## src/rtl/mips32_fetch_queue.sv

```systemverilog
// Instruction-fetch front end: one-outstanding-request imem port feeding a
// small first-word-fall-through queue of (IR, NPC) pairs, flushed by branch redirects.
module mips32_fetch_queue #(
    parameter int DEPTH    = 4,
    parameter int AW       = 10,
    parameter int RESET_PC = 0
) (
    input  logic                       clk1,
    input  logic                       rst_n,
    output logic                       imem_req,
    output logic [AW-1:0]              imem_addr,
    input  logic                       imem_ack,
    input  logic [31:0]                imem_rdata,
    input  logic                       redirect,
    input  logic [AW-1:0]              redirect_pc,
    input  logic                       halt,
    output logic                       out_valid,
    input  logic                       out_ready,
    output logic [31:0]                out_ir,
    output logic [31:0]                out_npc,
    output logic [$clog2(DEPTH+1)-1:0] count
);
    localparam int PW = $clog2(DEPTH);
    localparam int CW = $clog2(DEPTH+1);

    typedef enum logic [1:0] {IDLE, REQ, DROP} state_t;

    state_t          state, state_next;
    logic [AW-1:0]   fetch_pc, drop_addr;
    logic [31:0]     ir_mem  [DEPTH];
    logic [AW-1:0]   npc_mem [DEPTH];
    logic [PW-1:0]   wr_ptr, rd_ptr;
    logic [CW-1:0]   count_q, count_next;
    logic            push, pop, issue_ok;

    // A redirect kills any response arriving in its own cycle.
    assign push = (state == REQ) && imem_ack && !redirect;
    assign pop  = out_valid && out_ready;

    always_comb begin
        count_next = redirect ? '0 : CW'(count_q + CW'(push) - CW'(pop));
        issue_ok   = !halt && (count_next < CW'(DEPTH));
    end

    always_ff @(posedge clk1 or negedge rst_n) begin
        if (!rst_n) state <= IDLE;
        else        state <= state_next;
    end

    always_comb begin
        state_next = state;
        case (state)
            IDLE: if (issue_ok) state_next = REQ;
            REQ: begin
                if (imem_ack)      state_next = issue_ok ? REQ : IDLE;
                else if (redirect) state_next = DROP;
            end
            DROP: if (imem_ack) state_next = issue_ok ? REQ : IDLE;
            default: state_next = IDLE;
        endcase
    end

    // In DROP the old address stays on the bus while fetch_pc already holds the target.
    always_comb begin
        imem_req  = (state != IDLE);
        imem_addr = (state == DROP) ? drop_addr : fetch_pc;
    end

    always_ff @(posedge clk1 or negedge rst_n) begin
        if (!rst_n) begin
            fetch_pc  <= AW'(RESET_PC);
            drop_addr <= AW'(RESET_PC);
            wr_ptr    <= '0;
            rd_ptr    <= '0;
            count_q   <= '0;
        end else begin
            count_q <= count_next;
            if (state == REQ && redirect && !imem_ack) drop_addr <= fetch_pc;
            if (redirect) begin
                fetch_pc <= redirect_pc;
                wr_ptr   <= '0;
                rd_ptr   <= '0;
            end else begin
                if (push) begin
                    fetch_pc <= fetch_pc + AW'(1);
                    wr_ptr   <= wr_ptr + PW'(1);
                end
                if (pop) rd_ptr <= rd_ptr + PW'(1);
            end
        end
    end

    always_ff @(posedge clk1) begin
        if (push) begin
            ir_mem[wr_ptr]  <= imem_rdata;
            npc_mem[wr_ptr] <= fetch_pc + AW'(1);
        end
    end

    assign out_valid = (count_q != '0);
    assign count     = count_q;
    assign out_ir    = out_valid ? ir_mem[rd_ptr] : 32'h0;
    assign out_npc   = out_valid ? {{(32-AW){1'b0}}, npc_mem[rd_ptr]} : 32'h0;

endmodule

```

## config.mk

```make
export PLATFORM = sky130hd
export DESIGN_NAME = mips32_fetch_queue
export DESIGN_NICKNAME = d
export VERILOG_FILES = /design/src/rtl/mips32_fetch_queue.sv
export SDC_FILE = /design/constraint.sdc
export NUM_CORES = 1
export LEC_CHECK = 0
export CORE_ASPECT_RATIO = 0.6
export CORE_MARGIN = 2
export CORE_UTILIZATION = 49
export CTS_CLUSTER_DIAMETER = 200
export DETAILED_ROUTE_END_ITERATION = 6
export PLACE_DENSITY = 0.76
export SLEW_MARGIN = 40
export SYNTH_ARGS = -nofsm -noshare
export SYNTH_HDL_FRONTEND = slang
export SYNTH_SLANG_ARGS = --single-unit
```

## constraint.sdc

```tcl
create_clock -name clk1 -period 2.8 [get_ports clk1]
set_input_delay 0.7 -clock clk1 [delete_from_list [all_inputs] [get_ports clk1]]
set_output_delay 0.7 -clock clk1 [all_outputs]
set_load 0.01 [all_outputs]
```

# Word level (Yosys, flattened, before mapping)
# Memory sizes are Yosys's and may differ from the RTL's.
# Index checks and enable logic that the tools add are counted.
word_totals:
  reg_bits: 29
  ram_bits: 168
  inputBits: 48
  output_inout_bits: 79
  wordCells: 52
  n_memories: 2
op_classes:
  n_addsub: 5
  order_cmp: 1
  n_eq_ne: 5
  n_mux: 18
  reduce_logical: 15
mem_list:
  columns: ["memory", "words", "width", "read_ports", "rd_ports_with_merged_regs", "write_ports", "line_no", "source"]
  rows:
  - ["ir_mem", 4, 32, 1, 0, 1, "30", "logic [31:0] ir_mem [DEPTH];"]
  - ["npc_mem", 4, 10, 1, 0, 1, "31", "logic [AW-1:0] npc_mem [DEPTH];"]
op_table:
  columns: ["cell", "count"]
  rows:
  - ["2-to-1 mux 10 bit", 4]
  - ["2-to-1 mux 32 bit", 1]
  - ["2-to-1 mux 2 bit", 8]
  - ["adder 10 x 1 -> 10 bit, second input constant", 1]
  - ["logical AND 1 bit", 6]
  - ["case mux 2 bit (3 select lines)", 1]
  - ["nonzero test 2 bit", 3]
  - ["adder 2 x 1 -> 2 bit, second input constant", 2]
  - ["inequality test 2 bit, second input constant", 2]
  - ["adder 3 x 1 -> 3 bit", 1]
  - ["logical NOT 1 bit", 3]
  - ["< comparator 3 bit, second input constant", 1]
  - ["2-to-1 mux 1 bit", 3]
  - ["2-to-1 mux 3 bit", 1]
  - ["inequality test 3 bit, second input constant", 1]
  - ["AND reduction 3 bit", 1]
  - ["nonzero test 3 bit", 1]
  - ["subtractor 3 x 1 -> 3 bit", 1]
  - ["equality test 2 x 1 -> 1 bit, second input constant", 1]
  - ["equality test 2 bit, second input constant", 1]
  - ["logical NOT 2 bit", 1]

# Depth between registers and ports, before layout
logic_depth:
  ltp_word: 11
  mapped_depth: 13
  ltp_nobuf: 12

# Least setup slack after synthesis
# Ideal clock, no wire load.
synth_path:
  path_type: "input to register"
  start: "in imem_ack"
  end: "reg state[0]"
  setup_time_ns: 0.128
  t_arrival_ns: 2.570
  required_time_ns: 2.672
  setup_slack_ns: 0.103
  path_stages: 13
  n_path_buf: 1
  path_cell_list: "nand3b_1 > buf_4 > nor2_1 > inv_1 > ha_1 > inv_1 > ha_1 > inv_1 > fa_1 > xor2_1 > and2_1 > nor3_1 > o31ai_1"
synth_between:
  elab_chain_len: 10
  word_cells_on_any_way: 15
  cone_classes: "add/sub: 2; order compare: 1; eq/ne: 3; mux: 5; reduce/logical: 4"
synth_lines:
  columns: ["item", "line_no", "source"]
  rows:
  - ["from (decl)", "12", "input logic imem_ack,"]
  - ["logical AND 1 bit (*) (2 in a row)", "37", "assign push = (state == REQ) && imem_ack && !redirect;"]
  - ["adder 3 x 1 -> 3 bit (*)", "41", "count_next = redirect ? '0 : CW'(count_q + CW'(push) - CW'(pop));"]
  - ["subtractor 3 x 1 -> 3 bit (*)", "41", null]
  - ["2-to-1 mux 3 bit (*)", "41", null]
  - ["named net count_next[2]", "33", "logic [CW-1:0] count_q, count_next;"]
  - ["< comparator 3 bit (*)", "42", "issue_ok = !halt && (count_next < CW'(DEPTH));"]
  - ["logical AND 1 bit (*)", "42", null]
  - ["2-to-1 mux 1 bit", "55, 58", null]
  - ["2-to-1 mux 2 bit, on equally long branches", "58, 55", null]
  - ["case mux 2 bit (3 select lines)", "52", "case (state)"]
  - ["to (signal assigned)", "47", "else state <= state_next;"]
  - ["to (decl)", "28", "state_t state, state_next;"]
# The timed path passes the listed nets; every way through them passes the cells marked *. The select of a mux whose other input is x is not followed.
# A chain may end at the register's enable or synchronous reset.

# Worst setup path after layout
layout_path:
  start: "reg rd_ptr[0]"
  end: "out out_ir[6]"
layout_between:
  elab_chain_len: 2
layout_lines:
  columns: ["item", "line_no", "source"]
  rows:
  - ["from (decl)", "32", "logic [PW-1:0] wr_ptr, rd_ptr;"]
  - ["from (signal assigned)", "88", "if (pop) rd_ptr <= rd_ptr + PW'(1);"]
  - ["memory (4 x 32 bit)", null, null]
  - ["2-to-1 mux 32 bit", "102", "assign out_ir = out_valid ? ir_mem[rd_ptr] : 32'h0;"]
  - ["to (decl)", "19", "output logic [31:0] out_ir,"]
# No other way between the ends.

==> reports/results.txt <==
WL per Instance - 19.0 microns
CP Launch Type - register
R2R Path Start - count[1]$_DFF_PN0_
grt ovf - 0
Net Sw Frac - 0.284
CTS tree - done
Hold Worst Slack - 507 ps
FF+latch count, synth - 197
ANT cells - 0
Post-DP Area - 9610 sq um
Die X - 172 microns
Final Non-Filler Cells - 833
Hold Path Class - register to register
vias per inst - 5.16
synth unique cells - 43
die area - 18000 sq um
Psw - 2520 uW
clock slew at reported path FFs - 80 ps
Seq pwr share - 0.402
# DRC - 0
layout cells sized above 1 - 0.293
clock buffer depth - 2
P_int - 6350 uW
Synth top area share - 0.609
peak supply drop - 0.452 mV
Total GRT Usage - 0.185
Critical Path RT - 2100 ps
First DRT Iteration DRCs - 322
Lkg Pwr - 0.00369 uW
WL final - 15.8 mm
Comb pwr share - 0.337
Final GP Congestion - 0.758
outcome - completed
Mapped Cells - 458
PD cells - 854 nW/um^2
CP max FO - 7
Final Hold Fails - 0
Top FF cell, synth - edfxtp_1
pin count of the biggest net entering global routing - 45
clk_lat worst skew - 420 ps
Synth Cell Area - 8290 sq um
RSZ-0062 raised after global routing - yes
CTS sink count - 197
register area share after synthesis - 0.696
crit path from - rd_ptr[0]$_DFFE_PN0P_
number of flops mapped to enable cells by yosys - 168
Post-synth ARST share - 0.147
endpoints failing setup - 0
core footprint - 16400 sq um
Syn Area/Cell - 18.1 sq um
initial antenna violation count - 0
post-layout total power - 8870 uW
crit path DAT - 2070 ps
TritonCTS Buffers - 17
vias in the first global route - 4552
Final #Nets - 648
clock network power share - 0.261
Synth-to-Final Area Change - 25.4%
1st-pass router iterations - 4
top-level I/O count - 127
Final Critical Period - 2770 ps
hold_buf cts - 0
H-tree depth - 4
crit path capture type - primary output
post-layout util - 0.634
Yosys top cell by area - edfxtp_1
max-cap violation count - 0
first-pass GRT wire length - 24.7 mm
CTS Root Cell - clkbuf_16
Initial Utilization - 0.505
Placed Cells - 787
final period utilization - 0.990
max-slew violations - 0
skew final - 11.1 ps
crit path kind - register to primary output
fmax - 361 MHz
Syn. warnings - 0
port buffer count - 104
fin area - 10400 sq um
worst hold start - drop_addr[5]$_DFFE_PN0P_
DIE HEIGHT - 105 microns
num rows - 36
Final ANT Viol Nets - 0
Area contributors post-synth - edfxtp_1 (61%), mux4_2 (10%), dfrtp_1 (8.8%)
Vias - 4297
post-DP HPWL - 9.90 mm
cells in the mapped netlist (all sizes together) (2+ instances only):
library cell    n
mux4           42
nand2          15
and2           48
mux2           18
inv             8
nand3           6
buf            38
nor3            5
xnor2          13
dfrtp          29
nor2           13
o21ai          11
edfxtp        168
xor2            7
mux2i           2
nor2b           2
ha              7
clkbuf          9
cells by family after synthesis:
| group | after synthesis | share of synthesized area |
|---|---|---|
| AOI/OAI and AO/OA | 15 | 0.0103 |
| xor gates and xnor gates | 20 | 0.0211 |
| adders and majority gates | 9 | 0.0142 |
| buffers and inverters | 55 | 0.0455 |
| DFF | 197 | 0.696 |
| muxes | 62 | 0.143 |
| other | 1 | 0.000453 |
| and+or+nand+nor | 99 | 0.0692 |
flip-flops by register name, indices dropped and copies added, names as in the netlist:
signal / flops
ir_mem: 128
count: 3
fetch_pc: 10
wr_ptr: 2
state: 2
rd_ptr: 2
npc_mem: 40
drop_addr: 10
what timing repair did:
action / 4_1_cts / 5_1_grt
pin swaps: 0 / 1
buffers inserted: 12 / 0
setup endpoints to repair: 43 / 39
cloned: 2 / 1
resized for setup: 116 / 33
through the flow:
| step | TNS (ps) | worst slack [ps] |
|---|---|---|
| after floorplan | 0 | 103 |
| after global placement | -468 | -296 |
| after detailed placement | -679 | -408 |
| after CTS | -44.4 | -16.3 |
| after global routing | -304 | -51.5 |
| final | 0 | 28.7 |
cell type report:
class | instances | area (sq um)
Timing Repair Buffer | 141 | 1480
Fill cell | 1167 | 6000
Tap cell | 228 | 285
Inverter | 8 | 30.0
Multi-Input combinational cell | 227 | 2260
Clock buffer | 19 | 454
Clock inverter | 13 | 111
Sequential cell | 197 | 5770
worst max-delay path, stage by stage (launching register included):
cell	delay (ps)
dfrtp_2	420
buf_12	150
buf_12	140
buf_12	120
buf_12	120
mux4_2	400
and2_1	160
buf_2	140
routing by layer:
metal | track usage | routed length, microns | vias up
met3 | 0.0568 | 1020 | 8
met4 | 0.0414 | 66 | 0
li1 | - | - | 1955
met2 | 0.279 | 7380 | 134
met5 | 0 | 0 | -
met1 | 0.267 | 7370 | 2200
placed cells by master (no fill, tap or decap), drive strengths merged, types with 5 or more instances in the layout:
master / netlist / final
o21ai: 11 / 11
clkdlybuf4s15: 0 / 16
and2: 48 / 48
conb: 1 / 22
dlygate4sd2: 0 / 9
nand2: 15 / 15
nor2: 13 / 13
clkinv: 0 / 7
nand3: 6 / 6
xnor2: 13 / 13
buf: 38 / 52
dfrtp: 29 / 29
mux2: 18 / 18
edfxtp: 168 / 168
clkbuf: 9 / 21
clkdlybuf4s50: 0 / 61
mux4: 42 / 42
nor3: 5 / 5
ha: 7 / 7
xor2: 7 / 7
inv: 8 / 14
power by group through the flow:
stage / logic, uW / registers [uW] / clock network [uW]
finish: 2990 / 3570 / 2320
floorplan: 1640 / 3580 / 0
global placement: 2690 / 3630 / 0
CTS: 2930 / 3560 / 2360
global route: 3210 / 3590 / 2490
detailed placement: 2720 / 3640 / 0
final timing paths:
kind	end	slack (ps)	cells after the start
worst min-delay path	drop_addr[5]$_DFFE_PN0P_	510	1
min in group asynchronous	count[2]$_DFF_PN0_	660	2
max in group asynchronous	rd_ptr[1]$_DFFE_PN0P_	1850	2
worst min register to register	drop_addr[5]$_DFFE_PN0P_	510	1
worst max-delay path	out_ir[6]	30	7
worst max register to register	state[0]$_DFFE_PN0P_	180	11
No activity file was read; power rests on OpenSTA's default activity.
